$ cat config.mk
export PLATFORM = sky130hd
export DESIGN_NAME = pm_noc_out_arbiter
export DESIGN_NICKNAME = d
export VERILOG_FILES = /design/src/rtl/pm_noc_fifo_pkg.sv /design/src/rtl/pm_gray_ptr_sync.sv /design/src/rtl/pm_noc_out_arbiter.sv
export SDC_FILE = /design/constraint.sdc
export NUM_CORES = 1
export LEC_CHECK = 0
export ABC_AREA = 1
export BUFFER_PORTS_ARGS = -buffer_cell sky130_fd_sc_hd__buf_2
export CAP_MARGIN = 20
export CORE_UTILIZATION = 25
export CTS_BUF_LIST = sky130_fd_sc_hd__clkbuf_4 sky130_fd_sc_hd__clkbuf_8
export DETAILED_ROUTE_END_ITERATION = 6
export GPL_ROUTABILITY_DRIVEN = 0
export GPL_TIMING_DRIVEN = 0
export PLACE_DENSITY = 0.39
export SLEW_MARGIN = 20
export SYNTH_ARGS = -nofsm -noshare
export SYNTH_HDL_FRONTEND = slang
export SYNTH_SLANG_ARGS = --single-unit
$ cat constraint.sdc
create_clock -name clk_pm_i -period 5.6 [get_ports clk_pm_i]
set_clock_uncertainty 0.2 [all_clocks]
set_input_delay 0.56 -clock clk_pm_i [delete_from_list [all_inputs] [get_ports clk_pm_i]]
set_output_delay 0.56 -clock clk_pm_i [all_outputs]
set_load 0.005 [all_outputs]
$ cat src/rtl/pm_noc_fifo_pkg.sv
// Shared definitions for the PM-domain NoC async FIFO: default sizing,
// pointer gray/binary conversion and the outbound arbiter state encoding.
package pm_noc_fifo_pkg;

  localparam int unsigned NOC_ASYNC_FIFO_PACKET_SIZE = 32;
  localparam int unsigned NOC_ASYNC_FIFO_AWIDTH      = 4;

  typedef enum logic {
    IDLE   = 1'b0,
    LOCKED = 1'b1
  } arb_state_t;

  // Conversions operate on a 32-bit container; callers size-cast to AWIDTH+1.
  function automatic logic [31:0] bin2gray(input logic [31:0] b);
    return b ^ (b >> 1);
  endfunction

  function automatic logic [31:0] gray2bin(input logic [31:0] g);
    logic [31:0] b;
    b = g;
    for (int unsigned i = 1; i < 32; i++) begin
      b = b ^ (g >> i);
    end
    return b;
  endfunction

endpackage

$ cat src/rtl/pm_gray_ptr_sync.sv
// Brings a gray-coded pointer from a foreign clock domain through a flop
// chain and converts the synchronised value back to binary.
module pm_gray_ptr_sync
  import pm_noc_fifo_pkg::*;
#(
  parameter int unsigned WIDTH       = 5,
  parameter int unsigned SYNC_STAGES = 2
) (
  input  logic             clk_i,
  input  logic             reset_i,
  input  logic [WIDTH-1:0] gray_i,
  output logic [WIDTH-1:0] rptr_s_o
);

  logic [WIDTH-1:0] r_sync [SYNC_STAGES];

  // Synchroniser chain; only gray values cross, so one-bit changes are safe.
  always_ff @(posedge clk_i) begin
    if (reset_i) begin
      for (int unsigned i = 0; i < SYNC_STAGES; i++) begin
        r_sync[i] <= '0;
      end
    end else begin
      r_sync[0] <= gray_i;
      for (int unsigned i = 1; i < SYNC_STAGES; i++) begin
        r_sync[i] <= r_sync[i-1];
      end
    end
  end

  assign rptr_s_o = WIDTH'(gray2bin(32'(r_sync[SYNC_STAGES-1])));

endmodule

$ cat src/rtl/pm_noc_out_arbiter.sv
// Outbound PM-domain NoC FIFO write side: round-robin arbitration between
// packet sources, locked for the duration of a multi-flit packet, plus the
// FIFO storage, write pointer and gray pointer exchange with the NoC domain.
module pm_noc_out_arbiter
  import pm_noc_fifo_pkg::*;
#(
  parameter int unsigned NUM_REQ     = 3,
  parameter int unsigned PACKET_SIZE = NOC_ASYNC_FIFO_PACKET_SIZE,
  parameter int unsigned AWIDTH      = NOC_ASYNC_FIFO_AWIDTH,
  parameter int unsigned SYNC_STAGES = 2
) (
  input  logic                           clk_pm_i,
  input  logic                           reset_pm_i,
  input  logic [NUM_REQ-1:0]             req_valid_i,
  input  logic [NUM_REQ-1:0]             req_last_i,
  input  logic [NUM_REQ*PACKET_SIZE-1:0] req_data_i,
  output logic [NUM_REQ-1:0]             req_ready_o,
  output logic [PACKET_SIZE-1:0]         noc_fifo_pm_out_data_o,
  input  logic [AWIDTH:0]                noc_fifo_pm_out_raddr_i,
  output logic [AWIDTH:0]                noc_fifo_pm_out_waddr_o,
  output logic [NUM_REQ-1:0]             owner_o,
  output logic                           full_o
);

  localparam int unsigned IW    = $clog2(NUM_REQ);
  localparam int unsigned DEPTH = 1 << AWIDTH;

  logic [PACKET_SIZE-1:0] r_mem [DEPTH];
  logic [AWIDTH:0]        r_wptr;
  logic [AWIDTH:0]        r_waddr;
  arb_state_t             r_state;
  logic [NUM_REQ-1:0]     r_owner;
  logic [IW-1:0]          r_owner_idx;
  logic [IW-1:0]          r_rr_ptr;

  logic [AWIDTH:0]        w_rptr_s;
  logic [AWIDTH:0]        w_wptr_nxt;
  logic [AWIDTH-1:0]      w_rd_idx;
  logic                   w_full;
  logic                   w_cand_found;
  logic [IW-1:0]          w_cand_idx;
  logic [IW-1:0]          w_sel;
  logic [NUM_REQ-1:0]     w_ready;
  logic                   w_accept;
  logic                   w_last;
  logic [PACKET_SIZE-1:0] w_data;
  logic [IW-1:0]          w_rr_next;

  pm_gray_ptr_sync #(
    .WIDTH       (AWIDTH + 1),
    .SYNC_STAGES (SYNC_STAGES)
  ) u_rptr_sync (
    .clk_i    (clk_pm_i),
    .reset_i  (reset_pm_i),
    .gray_i   (noc_fifo_pm_out_raddr_i),
    .rptr_s_o (w_rptr_s)
  );

  assign w_full = (r_wptr[AWIDTH] != w_rptr_s[AWIDTH]) &&
                  (r_wptr[AWIDTH-1:0] == w_rptr_s[AWIDTH-1:0]);

  // Round-robin candidate: first valid requester at or after r_rr_ptr.
  always_comb begin
    logic [IW-1:0] v_idx;
    v_idx        = '0;
    w_cand_found = 1'b0;
    w_cand_idx   = '0;
    for (int unsigned i = 0; i < NUM_REQ; i++) begin
      v_idx = IW'((32'(r_rr_ptr) + i) % NUM_REQ);
      if (!w_cand_found && req_valid_i[v_idx]) begin
        w_cand_found = 1'b1;
        w_cand_idx   = v_idx;
      end
    end
  end

  // Only the eligible requester sees ready; the lock makes it the owner.
  always_comb begin
    w_ready = '0;
    w_sel   = w_cand_idx;
    if (r_state == LOCKED) begin
      w_sel                = r_owner_idx;
      w_ready[r_owner_idx] = !w_full;
    end else if (w_cand_found) begin
      w_ready[w_cand_idx] = !w_full;
    end
    if (reset_pm_i) begin
      w_ready = '0;
    end
  end

  assign w_accept   = req_valid_i[w_sel] & w_ready[w_sel];
  assign w_last     = req_last_i[w_sel];
  assign w_data     = req_data_i[32'(w_sel)*PACKET_SIZE +: PACKET_SIZE];
  assign w_rr_next  = (w_sel == IW'(NUM_REQ - 1)) ? '0 : w_sel + 1'b1;
  assign w_wptr_nxt = r_wptr + 1'b1;
  assign w_rd_idx   = AWIDTH'(gray2bin(32'(noc_fifo_pm_out_raddr_i)));

  // Arbiter FSM together with the write pointer it advances on each accept.
  always_ff @(posedge clk_pm_i) begin
    if (reset_pm_i) begin
      r_state     <= IDLE;
      r_owner     <= '0;
      r_owner_idx <= '0;
      r_rr_ptr    <= '0;
      r_wptr      <= '0;
      r_waddr     <= '0;
    end else if (w_accept) begin
      r_wptr  <= w_wptr_nxt;
      r_waddr <= (AWIDTH + 1)'(bin2gray(32'(w_wptr_nxt)));
      case (r_state)
        IDLE: begin
          if (w_last) begin
            r_rr_ptr <= w_rr_next;
          end else begin
            r_state     <= LOCKED;
            r_owner     <= NUM_REQ'(1) << w_sel;
            r_owner_idx <= w_sel;
          end
        end
        LOCKED: begin
          if (w_last) begin
            r_state  <= IDLE;
            r_owner  <= '0;
            r_rr_ptr <= w_rr_next;
          end
        end
        default: r_state <= IDLE;
      endcase
    end
  end

  // Storage is deliberately left unreset; it is only read behind the pointers.
  always_ff @(posedge clk_pm_i) begin
    if (w_accept) begin
      r_mem[r_wptr[AWIDTH-1:0]] <= w_data;
    end
  end

  assign req_ready_o             = w_ready;
  assign full_o                  = w_full;
  assign owner_o                 = r_owner;
  assign noc_fifo_pm_out_waddr_o = r_waddr;
  assign noc_fifo_pm_out_data_o  = r_mem[w_rd_idx];

endmodule

==> impl_results.md, run 1 <==
* Clock Latency Late Sink at ~0.7 ns
* Synth unique cells at 42
* Top-count cell post-synth: edfxtp_1
* Reg-to-reg critical path startpoint: r_rr_ptr[0]$_SDFFE_PP0P_
* H-tree levels at 3
* Leak at around 0.0093 µW
* DRC violations left at 0
* DIE AREA at around 90,000 µm²
* Gr ovfl total at 0
* DRT iter0 DRCs at 1,372
* Min-delay src: u_rptr_sync.r_sync[0][2]$_SDFF_PP0_
* Num CTS Buffers at between 90 and 100
* Max IR drop VDD at approximately 730 µV
* Number of port buffers at 151
* R2R Setup Slk at about 1.4 ns
* Setup crit end kind: output pin
* Post-synthesis cell count at 1,784
* Post-route cell area at around 27,000 µm²
* Initial Utilization at roughly a quarter
* Setup ws final at 0.661 ns
* IO Pins at approximately 150
* Vias at 15.9k
* Number of global-route vias before repair at 16.0k
* Clk root buf: clkbuf_8
* R2R depth at 18
* Synthesized area per cell at ~12 µm²
* Reg clk slew, reported paths at about 0.06 ns
* Yosys warns at 0
* Utilization after layout at a little under a third
* Worst Path Required at 4.84 ns
* Core area at 87,200 µm²
* Primary FF master, synth: edfxtp_1
* Worst-Margin Slew at about 1.1 ns
* Top cells by area, synth: edfxtp_1 70%, o21ai_0 5.3%, nor2_1 5.1%, nand2_1 3.5%, o221ai_1 2.8%
* Slew HR at around a quarter
* Yosys top cell by area: edfxtp_1
* Most frequent cells after synthesis: 512 x edfxtp_1, 302 x nor2_1, 232 x o21ai_0, 204 x nand2_1, 70 x o221ai_1
* Die Y at between 200 and 300 µm
* Arrival @ worst endpoint at 4.18 ns
* Width of the die at around 300 µm
* Initial DRT Pass Iterations at 5
* Count of clock tree sinks at 539
* Max Cap Viol at 0
* Setup CP Type: in -> out
* Initial antenna violation count at 8
* Final WL at just over 80 mm
* Global-route wire length before repair at roughly 120 mm
* Post-synth EDFFs at around 510
* GRT Total Usage at between 10% and 20%
* Crit share post-route at around 88%
* Critical path fanouts, max at 10
* Power Density at 563 nW/µm²
* Kind of launch point of the worst setup path: input pin
* #FFs+latches synth at around 540
* Post-DP HPWL at 56.0 mm
* Sw Ratio at 39.4%
* Final min period at about 4.9 ns
* DRT antenna net count at 0
* Cell-internal power at a little over 9000 µW
* Clock network power share at 23.5%
* Post-DR vias/cell at 4.81
* RSZ-0062 raised after global routing: no
* Fmax at between 200 and 250 MHz
* Hold endpoint: u_rptr_sync.r_sync[0][7]$_SDFF_PP0_
* Clock tree buffer depth at 3
* Final Hold Fails at 0
* Worst R2R End: r_mem[4][25]$_DFFE_PP_
* Hold Crit Class: reg -> reg
* Syn_nets at 1,901
* Hold Crit Depth at 2
* Largest net degree at the start of global routing at 17
* Wire per inst at around 25 µm
* Hold_ws at ~0.2 ns
* Post-Place Cell Area at between 20,000 and 30,000 µm²
* Flop pwr share at approximately 43%
* Final #Nets at 2,188
* Layout area overhead at 22.8%
* Net Sw Power at 6020 µW
* Final setup viols at 0
* Synth Cell Area at approximately 22,000 µm²
* Synth async-reset ratio at 0%
* Fin. max-slew vios at 0
* Cell row count at 108
* Share of the synthesized area in the top cell type at between 60% and 70%
* Logic pwr share at about a third
* Outcome: completed
* Setup WS pre-CTS at ~1.2 ns
* Layout cell share with drive strength beyond 1 at 20.1%
* TritonCTS clock tree: built
* Register area share after synthesis at around 70%
-- metal layers --
metal,GRT usage (%),vias up,part of all wire [%]
li1,-,7182,-
met1,24.2,7927,43
met2,30.4,613,47
met3,4.28,131,6.8
met4,5.04,4,2.4
met5,0,-,0.036
-- state kept, by name, indices dropped and copies added (netlist names) --
signal,flops
r_mem,512
u_rptr_sync.r_sync,10
r_wptr,5
noc_fifo_pm_out_waddr_o,4
owner_o,3
r_owner_idx,2
r_rr_ptr,2
r_state,1
-- critical path: stages --
cell	delay, ns
dlygate4sd3_1	0.54
buf_2	0.14
inv_1	0.10
nand2_1	0.08
nand2_2	0.23
nor2_4	0.10
nor2_8	0.17
buf_1	0.61
clkbuf_1	0.84
o221ai_1	0.29
nand3_1	0.23
nand2_1	0.13
buf_2	0.15
-- through the flow --
| stage | TNS, ns | total power (µW) | std cells |
|---|---|---|---|
| 2_1_floorplan | 0 | 9100 | 1784 |
| 3_3_place_gp | -637.62 | 11500 | 3090 |
| 3_5_place_dp | 0 | 11800 | 3123 |
| 4_1_cts | 0 | 15400 | 3296 |
| 5_1_grt | 0 | 16000 | 3298 |
| 6_report | 0 | 15300 | 3299 |
-- layout make-up --
| class | instances | area [µm²] |
|---|---|---|
| multi-input cells | 1080 | 5580 |
| inverters | 51 | 194 |
| fillers | 8796 | 60000 |
| plain buffers | 114 | 554 |
| repair buffers | 187 | 1620 |
| clock inverters | 39 | 236 |
| clock buffers | 131 | 1600 |
| well taps | 1155 | 1450 |
| diodes | 3 | 7.51 |
| flip-flops and latches | 539 | 15900 |
-- power by group through the flow --
stage	Combinational [µW]	Clock, µW	Sequential, µW
2_1_floorplan	2540	0	6550
3_3_place_gp	4920	0	6620
3_5_place_dp	5210	0	6610
4_1_cts	5220	3690	6530
5_1_grt	5630	3850	6550
6_report	5170	3590	6530
-- how the worst max path moves through the flow --
| stage | startpoint | endpoint | slack (ns) |
|---|---|---|---|
| floorplan | r_rr_ptr[0]$_SDFFE_PP0P_ | r_mem[0][0]$_DFFE_PP_ | 1.63 |
| global placement | r_rr_ptr[0]$_SDFFE_PP0P_ | r_mem[5][4]$_DFFE_PP_ | -1.46 |
| detailed placement | noc_fifo_pm_out_raddr_i[1] | noc_fifo_pm_out_data_o[15] | 1.16 |
| CTS | noc_fifo_pm_out_raddr_i[4] | noc_fifo_pm_out_data_o[12] | 0.66 |
| global route | noc_fifo_pm_out_raddr_i[4] | noc_fifo_pm_out_data_o[5] | 0.47 |
| finish | noc_fifo_pm_out_raddr_i[4] | noc_fifo_pm_out_data_o[21] | 0.66 |
-- what timing repair did --
action / in CTS / in global routing
setup buffers: 0 / 0
endpoints found under the setup margin: 0 / 0
gates resized for setup: 0 / 0
hold buffers: 3 / 0
endpoints found under the hold margin: 9 / 0
-- cell usage in the layout (no fill, tap or decap), types with 4 or more instances in the layout --
cell type	count
inv_1	39
buf_6	7
a22oi_1	28
inv_12	4
nand2_2	10
xnor2_1	6
nor2_4	18
a21oi_1	13
o22ai_1	52
buf_2	179
buf_4	9
edfxtp_1	512
a22o_1	4
xor2_1	9
clkbuf_4	33
a221oi_1	5
o221ai_1	70
buf_16	23
buf_1	8
nand2_1	204
nand4_1	9
inv_2	9
ha_1	8
o21ai_1	30
nor2_1	286
clkinv_2	8
clkbuf_1	58
dfxtp_1	27
buf_12	10
clkbuf_2	4
clkinv_1	25
o21ai_0	232
nand3_1	69
clkbuf_8	98
nand3_2	4
-- kinds of logic after synthesis --
group,after synthesis,synth area share [%]
flops,539,72.0
xor+xnor,16,0.668
compound gates,445,12.2
fa+ha+maj,8,0.453
simple gates,611,11.4
buf+inv,165,3.35
No activity file was read; power rests on OpenSTA's default activity.
==> run 2, diff against run 1 <==
Settings changed: SYNTH_HIERARCHICAL set to 1.
==> run 2 against run 1 <==
  * Clock-buffer cell count decreased by 2
  * Maximum frequency increased by 0.75%
  * Sequential cell count unchanged
  * Total power decreased by 6.9%
  * Synthesized cell count increased by 2.2%
  * Core utilization decreased by 0.25 points
  * First-iteration DRC count decreased by 14%
  * Worst setup slack improved by 0.037 ns
  * Combinational power decreased by 12%
  * Via count increased by 0.27%
  * Worst hold slack got worse by 0.0020 ns
  * Clock power decreased by 3%
  * Largest cell class unchanged
  * Highest routed layer is now met4
==> impl_results.md, run 2 <==
* Outcome: completed
* CP peak stage delay at 1.06 ns (+0.22 ns)
* Final Hold Fails at 0 (unchanged)
* Post-synthesis cell count at 1,823 (+2.2%)
* Final #Nets at 2,232 (+2.0%)
* Layout cell share with drive strength beyond 1 at 19.7% (-0.40 points)
* Reg-to-reg critical path startpoint: r_rr_ptr[0]$_SDFFE_PP0P_
* Initial DRT Pass Iterations at 7 (+2)
* DRT antenna net count at 0 (unchanged)
* GRT Total Usage at 18.4% (-0.095 points)
* Min-delay src: u_rptr_sync/r_sync[0][0]$_SDFF_PP0_
* Clk root buf: clkbuf_8
* Worst Path Required at 4.84 ns (about the same)
* Final WL at 83.2 mm (about the same)
* Vias at 15.9k (+0.27%)
* Power Density at 521 nW/µm² (-7.4%)
* Total power at 14,200 µW (-6.9%)
* Crit share post-route at 87.5% (-0.66 points)
* CP max stage cell: o311ai_0
* R2R Setup Slk at 1.21 ns (-0.20 ns)
* Number of global-route vias before repair at 16.0k (+0.48%)
* Syn_nets at 1,941 (+2.1%)
* Fin. max-slew vios at 0 (unchanged)
* Post-DP HPWL at 56.8 mm (+1.6%)
* Most frequent cells after synthesis: 512 x edfxtp_1, 293 x nor2_1, 245 x o21ai_0, 219 x nand2_1, 78 x o22ai_1
* Initial Utilization at 25.2% (-0.14 points)
* Post-route cell area at 27,300 µm² (+0.57%)
* Crit path top cell by count: buf_2
* Gr ovfl total at 0 (unchanged)
* Share of the synthesized area in the top cell type at 69.0% (-0.58 points)
* Kind of launch point of the worst setup path: input pin
* Synth Cell Area at 22,300 µm² (+0.84%)
* Setup ws final at 0.698 ns (+0.0369 ns)
* #FFs+latches synth at 539 (unchanged)
* IO Pins at 153 (unchanged)
* Primary FF master, synth: edfxtp_1
* DIE AREA at 90,400 µm² (+0.83%)
* Post-Place Cell Area at 25,500 µm² (+0.74%)
* Hold-fix buffers, CTS at 9 (+6)
* Die Y at 301 µm (+0.41%)
* Grt met3 use at 2.99% (-1.3 points)
* Leak at 0.00950 µW (+1.8%)
* Cell row count at 109 (+0.93%)
* Yosys warns at 6 (+6)
* Final setup viols at 0 (unchanged)
* Grt met1 use at 24.9% (+0.71 points)
* Setup crit end kind: output pin
* Synthesized area per cell at 12.2 µm² (-1.3%)
* Max Cap Viol at 0 (unchanged)
* Max IR drop VDD at 707 µV (-3.4%)
* Busiest grt layer: met2
* Most frequent cells in the layout: 512 x edfxtp_1, 280 x nor2_1, 245 x o21ai_0
* Wire per inst at 24.8 µm (-1.5%)
* Clock tree buffer depth at 3 (unchanged)
* Hold Crit Class: reg -> reg
* Num CTS Buffers at 94 (-4.1%)
* Count of clock tree sinks at 539 (unchanged)
* Largest net degree at the start of global routing at 17 (unchanged)
* Setup CP Type: in -> out
* Arrival @ worst endpoint at 4.14 ns (-0.04 ns)
* Hold Crit Depth at 2 (unchanged)
* DRC violations left at 0 (unchanged)
* TritonCTS clock tree: built
* Reg clk slew, reported paths at 0.06 ns (about the same)
* Yosys top cell by area: edfxtp_1
* DRT iter0 DRCs at 1,184 (-14%)
* Clock Latency Late Sink at 0.69 ns (-0.03 ns)
* CP cell instances: dlygate4sd3_1, buf_2, buf_2, clkbuf_1, clkbuf_1, a221oi_1, o311ai_0, buf_2
* Global-route wire length before repair at 117 mm (+0.28%)
* Final min period at 4.90 ns (-0.0369 ns)
* Register area share after synthesis at 71.4% (-0.60 points)
* Top-count cell post-synth: edfxtp_1
* Post-CTS Setup Bufs at 0 (unchanged)
* Max reg flops at 512 (unchanged)
* Worst R2R End: r_mem[1][21]$_DFFE_PP_
* Post-DR vias/cell at 4.75 (-1.2%)
* Utilization after layout at 30.9% (-0.25 points)
* Hold endpoint: u_rptr_sync/r_sync[0][5]$_SDFF_PP0_
* Top cells by area, synth: edfxtp_1 69%, o21ai_0 5.5%, nor2_1 4.9%, nand2_1 3.7%, dfxtp_1 2.4%
* Post-CTS sizing at 0 (unchanged)
* Synth unique cells at 49 (+17%)
* Initial antenna violation count at 7 (-1)
* RSZ-0062 raised after global routing: no
* Setup WS pre-CTS at 1.14 ns (-0.0177 ns)
* Slew HR at 15.2% (-8.8 points)
* Synth async-reset ratio at 0% (unchanged)
* Critical path fanouts, max at 10 (unchanged)
* Number of port buffers at 151 (unchanged)
* Layout area overhead at 22.4%
* Fmax at 204 MHz (+0.75%)
* Commonest non-fill, non-tap cell in the layout: edfxtp_1
* Core area at 88,400 µm² (+1.4%)
* H-tree levels at 3 (unchanged)
* Met2 usage in global routing at 30.0% (-0.42 points)
* R2R depth at 13 (-5)
* Worst-Margin Slew at 1.26 ns (+0.116 ns)
* Width of the die at 301 µm (+0.41%)
* Post-synth EDFFs at 512 (unchanged)
==> run 2: cell count changes after synthesis, moves of 6 or more <==
cell,delta
o21ai_1,-17
o221ai_1,-31
o22ai_1,+26
buf_6,-6
nand3_1,-8
nand2_1,+15
nor2_1,-9
o21ai_0,+13
inv_1,+16
==> run 2: through the flow <==
| stage | hold WS, ns | setup TNS (ns) | cells |
|---|---|---|---|
| floorplan | 0.188 | 0 | 1823 |
| global placement | 0.194 | -439.11 | 3139 |
| detailed placement | 0.196 | 0 | 3174 |
| CTS | 0.200 | 0 | 3344 |
| global route | 0.232 | 0 | 3345 |
| finish | 0.202 | 0 | 3349 |
==> run 2: layout make-up <==
| type | instances | area, µm² |
|---|---|---|
| buffer | 113 | 531 |
| fill | 9026 | 61100 |
| sequential | 539 | 15900 |
| clock buffer | 129 | 1580 |
| tap | 1165 | 1460 |
| timing repair buffer | 195 | 1680 |
| clock inverter | 32 | 160 |
| inverter | 66 | 250 |
| antenna | 5 | 12.5 |
| multi-input combinational | 1105 | 5720 |
==> run 2: layer usage <==
layer | vias up | share of wire, %
met5 | - | 0
li1 | 7299 | -
met1 | 7965 | 45
met4 | 0 | 2.6
met3 | 129 | 5.5
met2 | 507 | 47
==> run 2: cell families (layout without fill, tap and decap cells) <==
kind of cell / count (synthesis) / after routing / share of synthesized area (%)
and+or+nand+nor: 626 / 626 / 11.8
buffers and inverters: 179 / 535 / 3.50
AOI/OAI and AO/OA: 455 / 455 / 12.2
adders and majority gates: 9 / 9 / 0.505
muxes: 2 / 2 / 0.0898
other: 0 / 5 / 0
DFF: 539 / 539 / 71.4
xor gates and xnor gates: 13 / 13 / 0.511
==> run 2: worst max-delay path by stage <==
stage,from,to
global route,noc_fifo_pm_out_raddr_i[2],noc_fifo_pm_out_data_o[22]
floorplan,r_rr_ptr[0]$_SDFFE_PP0P_,r_mem[0][0]$_DFFE_PP_
global placement,r_rr_ptr[0]$_SDFFE_PP0P_,r_mem[10][25]$_DFFE_PP_
finish,noc_fifo_pm_out_raddr_i[0],noc_fifo_pm_out_data_o[15]
detailed placement,r_rr_ptr[0]$_SDFFE_PP0P_,r_mem[14][21]$_DFFE_PP_
CTS,noc_fifo_pm_out_raddr_i[0],noc_fifo_pm_out_data_o[15]
==> run 2: report_power, final <==
group,leakage [µW],internal (µW),switching (µW)
Combinational,0.00371,834,3710
Sequential,0.00486,6150,60.1
Clock,0.000933,1850,1630
Total,0.00950,8830,5400
==> run 2: critical path: cells and delay by family <==
family | cells | cell delay, ns
compound gates | 2 | 1.16
buf+inv | 6 | 2.41
==> run 3, diff against run 2 <==
Settings changed: REMOVE_ABC_BUFFERS set to 1.
Clock period 5.6 ns to 6.3 ns, I/O delays scaled along.
==> run 3 against run 2 <==
  * The run now ends with design-rule violations left
  * Cell count fell by 3.1%
  * Wire length fell by 14%
  * Clock-buffer cell count rose by 3
  * Cell area fell by 0.66%
  * Via count fell by 4.7%
  * First-iteration DRC count fell by 17%
  * Clock power fell by 11%
  * Sequential cell count did not move
  * Register-to-register slack improved by 0.45 ns
  * Largest cell class unchanged
  * Largest power group unchanged
  * Highest routed layer is now met5
==> impl_results.md, run 3 (same netlist as run 2, synthesis figures left out) <==
* Outcome: complete, but fails checks
* Failing checks: design-rule violations
* Post-route cell area at 27,100 µm² (-0.66%)
* Hold_ws at 0.197 ns (-0.00493 ns)
* Fin. max-slew vios at 0 (unchanged)
* DRC violations left at 12 (+12)
* GRT Total Usage at 15.5% (-2.8 points)
* Worst path top cell family by delay: simple AND/OR/NAND/NOR gates
* Initial antenna violation count at 2 (-5)
* Final min period at a little under 6 ns
* Setup CP Type: in -> out
* Critical path fanouts, max at 83 (+73)
* Kind of launch point of the worst setup path: input pin
* Worst Path Required at 5.47 ns (+0.63 ns)
* Min-delay src: reset_pm_i
* M1 WL at 32.6 mm (-13%)
* Clk root buf: clkbuf_8
* TritonCTS clock tree: built
* Count of clock tree sinks at 539 (unchanged)
* Crit share post-route at slightly above 90%
* R2R Setup Slk at 1.66 ns (+0.45 ns)
* DIE AREA at 90,400 µm² (unchanged)
* Worst-Margin Slew at 1.07 ns (-0.185 ns)
* Post-DR vias/cell at 4.67 (-1.7%)
* Largest net degree at the start of global routing at 84 (+67)
* Cell row count at 109 (unchanged)
* Die Y at 301 µm (unchanged)
* Worst R2R End: r_mem[6][15]$_DFFE_PP_
* Max Cap Viol at 0 (unchanged)
* Gr ovfl total at 0 (unchanged)
* Clock tree buffer depth at 3 (unchanged)
* Number of port buffers at 152 (+0.66%)
* Initial Utilization at 25.2% (unchanged)
* Hold Crit Class: in -> reg
* Setup ws final at 0.439 ns (-0.259 ns)
* Initial DRT Pass Iterations at 7 (unchanged)
* Num CTS Buffers at 95 (+1.1%)
* Vias at 15.2k (-4.7%)
* IO Pins at 153 (unchanged)
* Hold Crit Depth at 2 (unchanged)
* Commonest non-fill, non-tap cell in the layout: edfxtp_1
* DRT antenna net count at 0 (unchanged)
* CP cell instances: buf_2, inv_1, nand2_1, nand2_2, nor2_4, nor2_4, buf_16, nand2_1, nand2_8, inv_6, buf_16, o21ai_0, o22ai_1, o21ai_0, o21ai_1, buf_2
* Leak at 0.00936 µW (-1.5%)
* Final Hold Fails at 0 (unchanged)
* CP max stage cell: nor2_4
* DR top layer: met5
* Number of global-route vias before repair at 15.2k (-5.1%)
* CP peak stage delay at 0.79 ns (-0.27 ns)
* Post-Place Cell Area at 25,300 µm² (-0.59%)
* Core area at 88,400 µm² (unchanged)
* RSZ-0062 raised after global routing: no
* CP Buf/Inv Count at 6 (unchanged)
* Width of the die at 301 µm (unchanged)
* H-tree levels at 3 (unchanged)
* Layout cell share with drive strength beyond 1 at 19.7% (+0.024 points)
* Setup crit end kind: output pin
* Reg clk slew, reported paths at 0.06 ns (about the same)
* Max reg flops at 512 (unchanged)
* DRT iter0 DRCs at 983 (-17%)
* Most frequent cells in the layout: 512 x edfxtp_1, 278 x nor2_1, 245 x o21ai_0
* Post-DP HPWL at 42.8 mm (-25%)
* Power Density at 445 nW/µm² (-15%)
* R2R depth at 21 (+8)
* WL met3 at 2.76 mm (-40%)
* Final setup viols at 0 (unchanged)
* Reg-to-reg critical path startpoint: r_rr_ptr[1]$_SDFFE_PP0P_
* Hold endpoint: r_wptr[2]$_SDFFE_PP0P_
* Fmax at about 170 MHz
* Global-route wire length before repair at 103 mm (-12%)
* Max IR drop VDD at 958 µV (+36%)
* Clock Latency Late Sink at 0.68 ns (about the same)
* Wire per inst at 21.9 µm (-12%)
* Slew HR at 28.6% (+13 points)
* Final WL at 71.2 mm (-14%)
* Setup WS pre-CTS at 0.0878 ns (-1.05 ns)
* Arrival @ worst endpoint at 5.03 ns (+0.89 ns)
* Layout area overhead at 21.6%
* Final #Nets at 2,130 (-4.6%)
* Met2 routed WL at 34.7 mm (-11%)
[run 3: cell count changes in the layout (fill, tap and decap cells not counted), moves of 7 or more]
cell           before  now
dlygate4sd3_1       9    2
buf_12              7   15
clkbuf_1           62    0
buf_4              14    1
buf_2             176  149
buf_1               7    0
[run 3: worst max-delay path by stage]
stage                     slack, ns                         end                       start  cells after the start
after detailed placement       0.09  noc_fifo_pm_out_data_o[10]  noc_fifo_pm_out_raddr_i[2]                     13
final                          0.44  noc_fifo_pm_out_data_o[19]  noc_fifo_pm_out_raddr_i[3]                     16
after floorplan                1.07   noc_fifo_pm_out_data_o[2]  noc_fifo_pm_out_raddr_i[4]                     12
after CTS                      0.08  noc_fifo_pm_out_data_o[10]  noc_fifo_pm_out_raddr_i[2]                     13
after global routing           0.16  noc_fifo_pm_out_data_o[19]  noc_fifo_pm_out_raddr_i[3]                     15
after global placement        -3.70   noc_fifo_pm_out_data_o[4]  noc_fifo_pm_out_raddr_i[2]                     12
[run 3: area by class of cell]
class | instances | area, µm²
inverter | 66 | 265
antenna | 1 | 2.50
sequential | 539 | 15900
multi-input combinational | 1105 | 5750
clock buffer | 132 | 1590
clock inverter | 33 | 190
timing repair buffer | 205 | 1940
fill | 8973 | 61300
tap | 1165 | 1460
[run 3: power breakdown]
part	total (µW)	switching, µW	leakage [µW]	internal (µW)
logic	3450	2730	0.00356	726
registers	5510	54.7	0.00486	5460
clock network	3110	1440	0.000939	1670
total	12100	4220	0.00936	7850
[run 3: repair_timing]
action / in CTS / in global routing
endpoints found under the hold margin: 2 / 0
resized for setup: 0 / 1
setup buffers: 0 / 0
hold buffers: 2 / 0
endpoints found under the setup margin: 0 / 1
[run 3: through the flow]
step                      TNS (ns)  std cells  utilization (%)  power (µW)
after floorplan                  0       1710                -        7430
after CTS                        0       3245             30.7       12300
after global placement     -612.08       3027             27.1        8870
after global routing             0       3246             30.7       12800
after detailed placement         0       3078             28.6        9160
final                            0       3246             30.7       12100
[run 3: layer usage]
metal / vias to the layer above / global-route usage (%)
met3: 81 / 2.14
li1: 7073 / -
met4: 2 / 4.51
met1: 7656 / 20.6
met5: - / 0
met2: 342 / 26.4
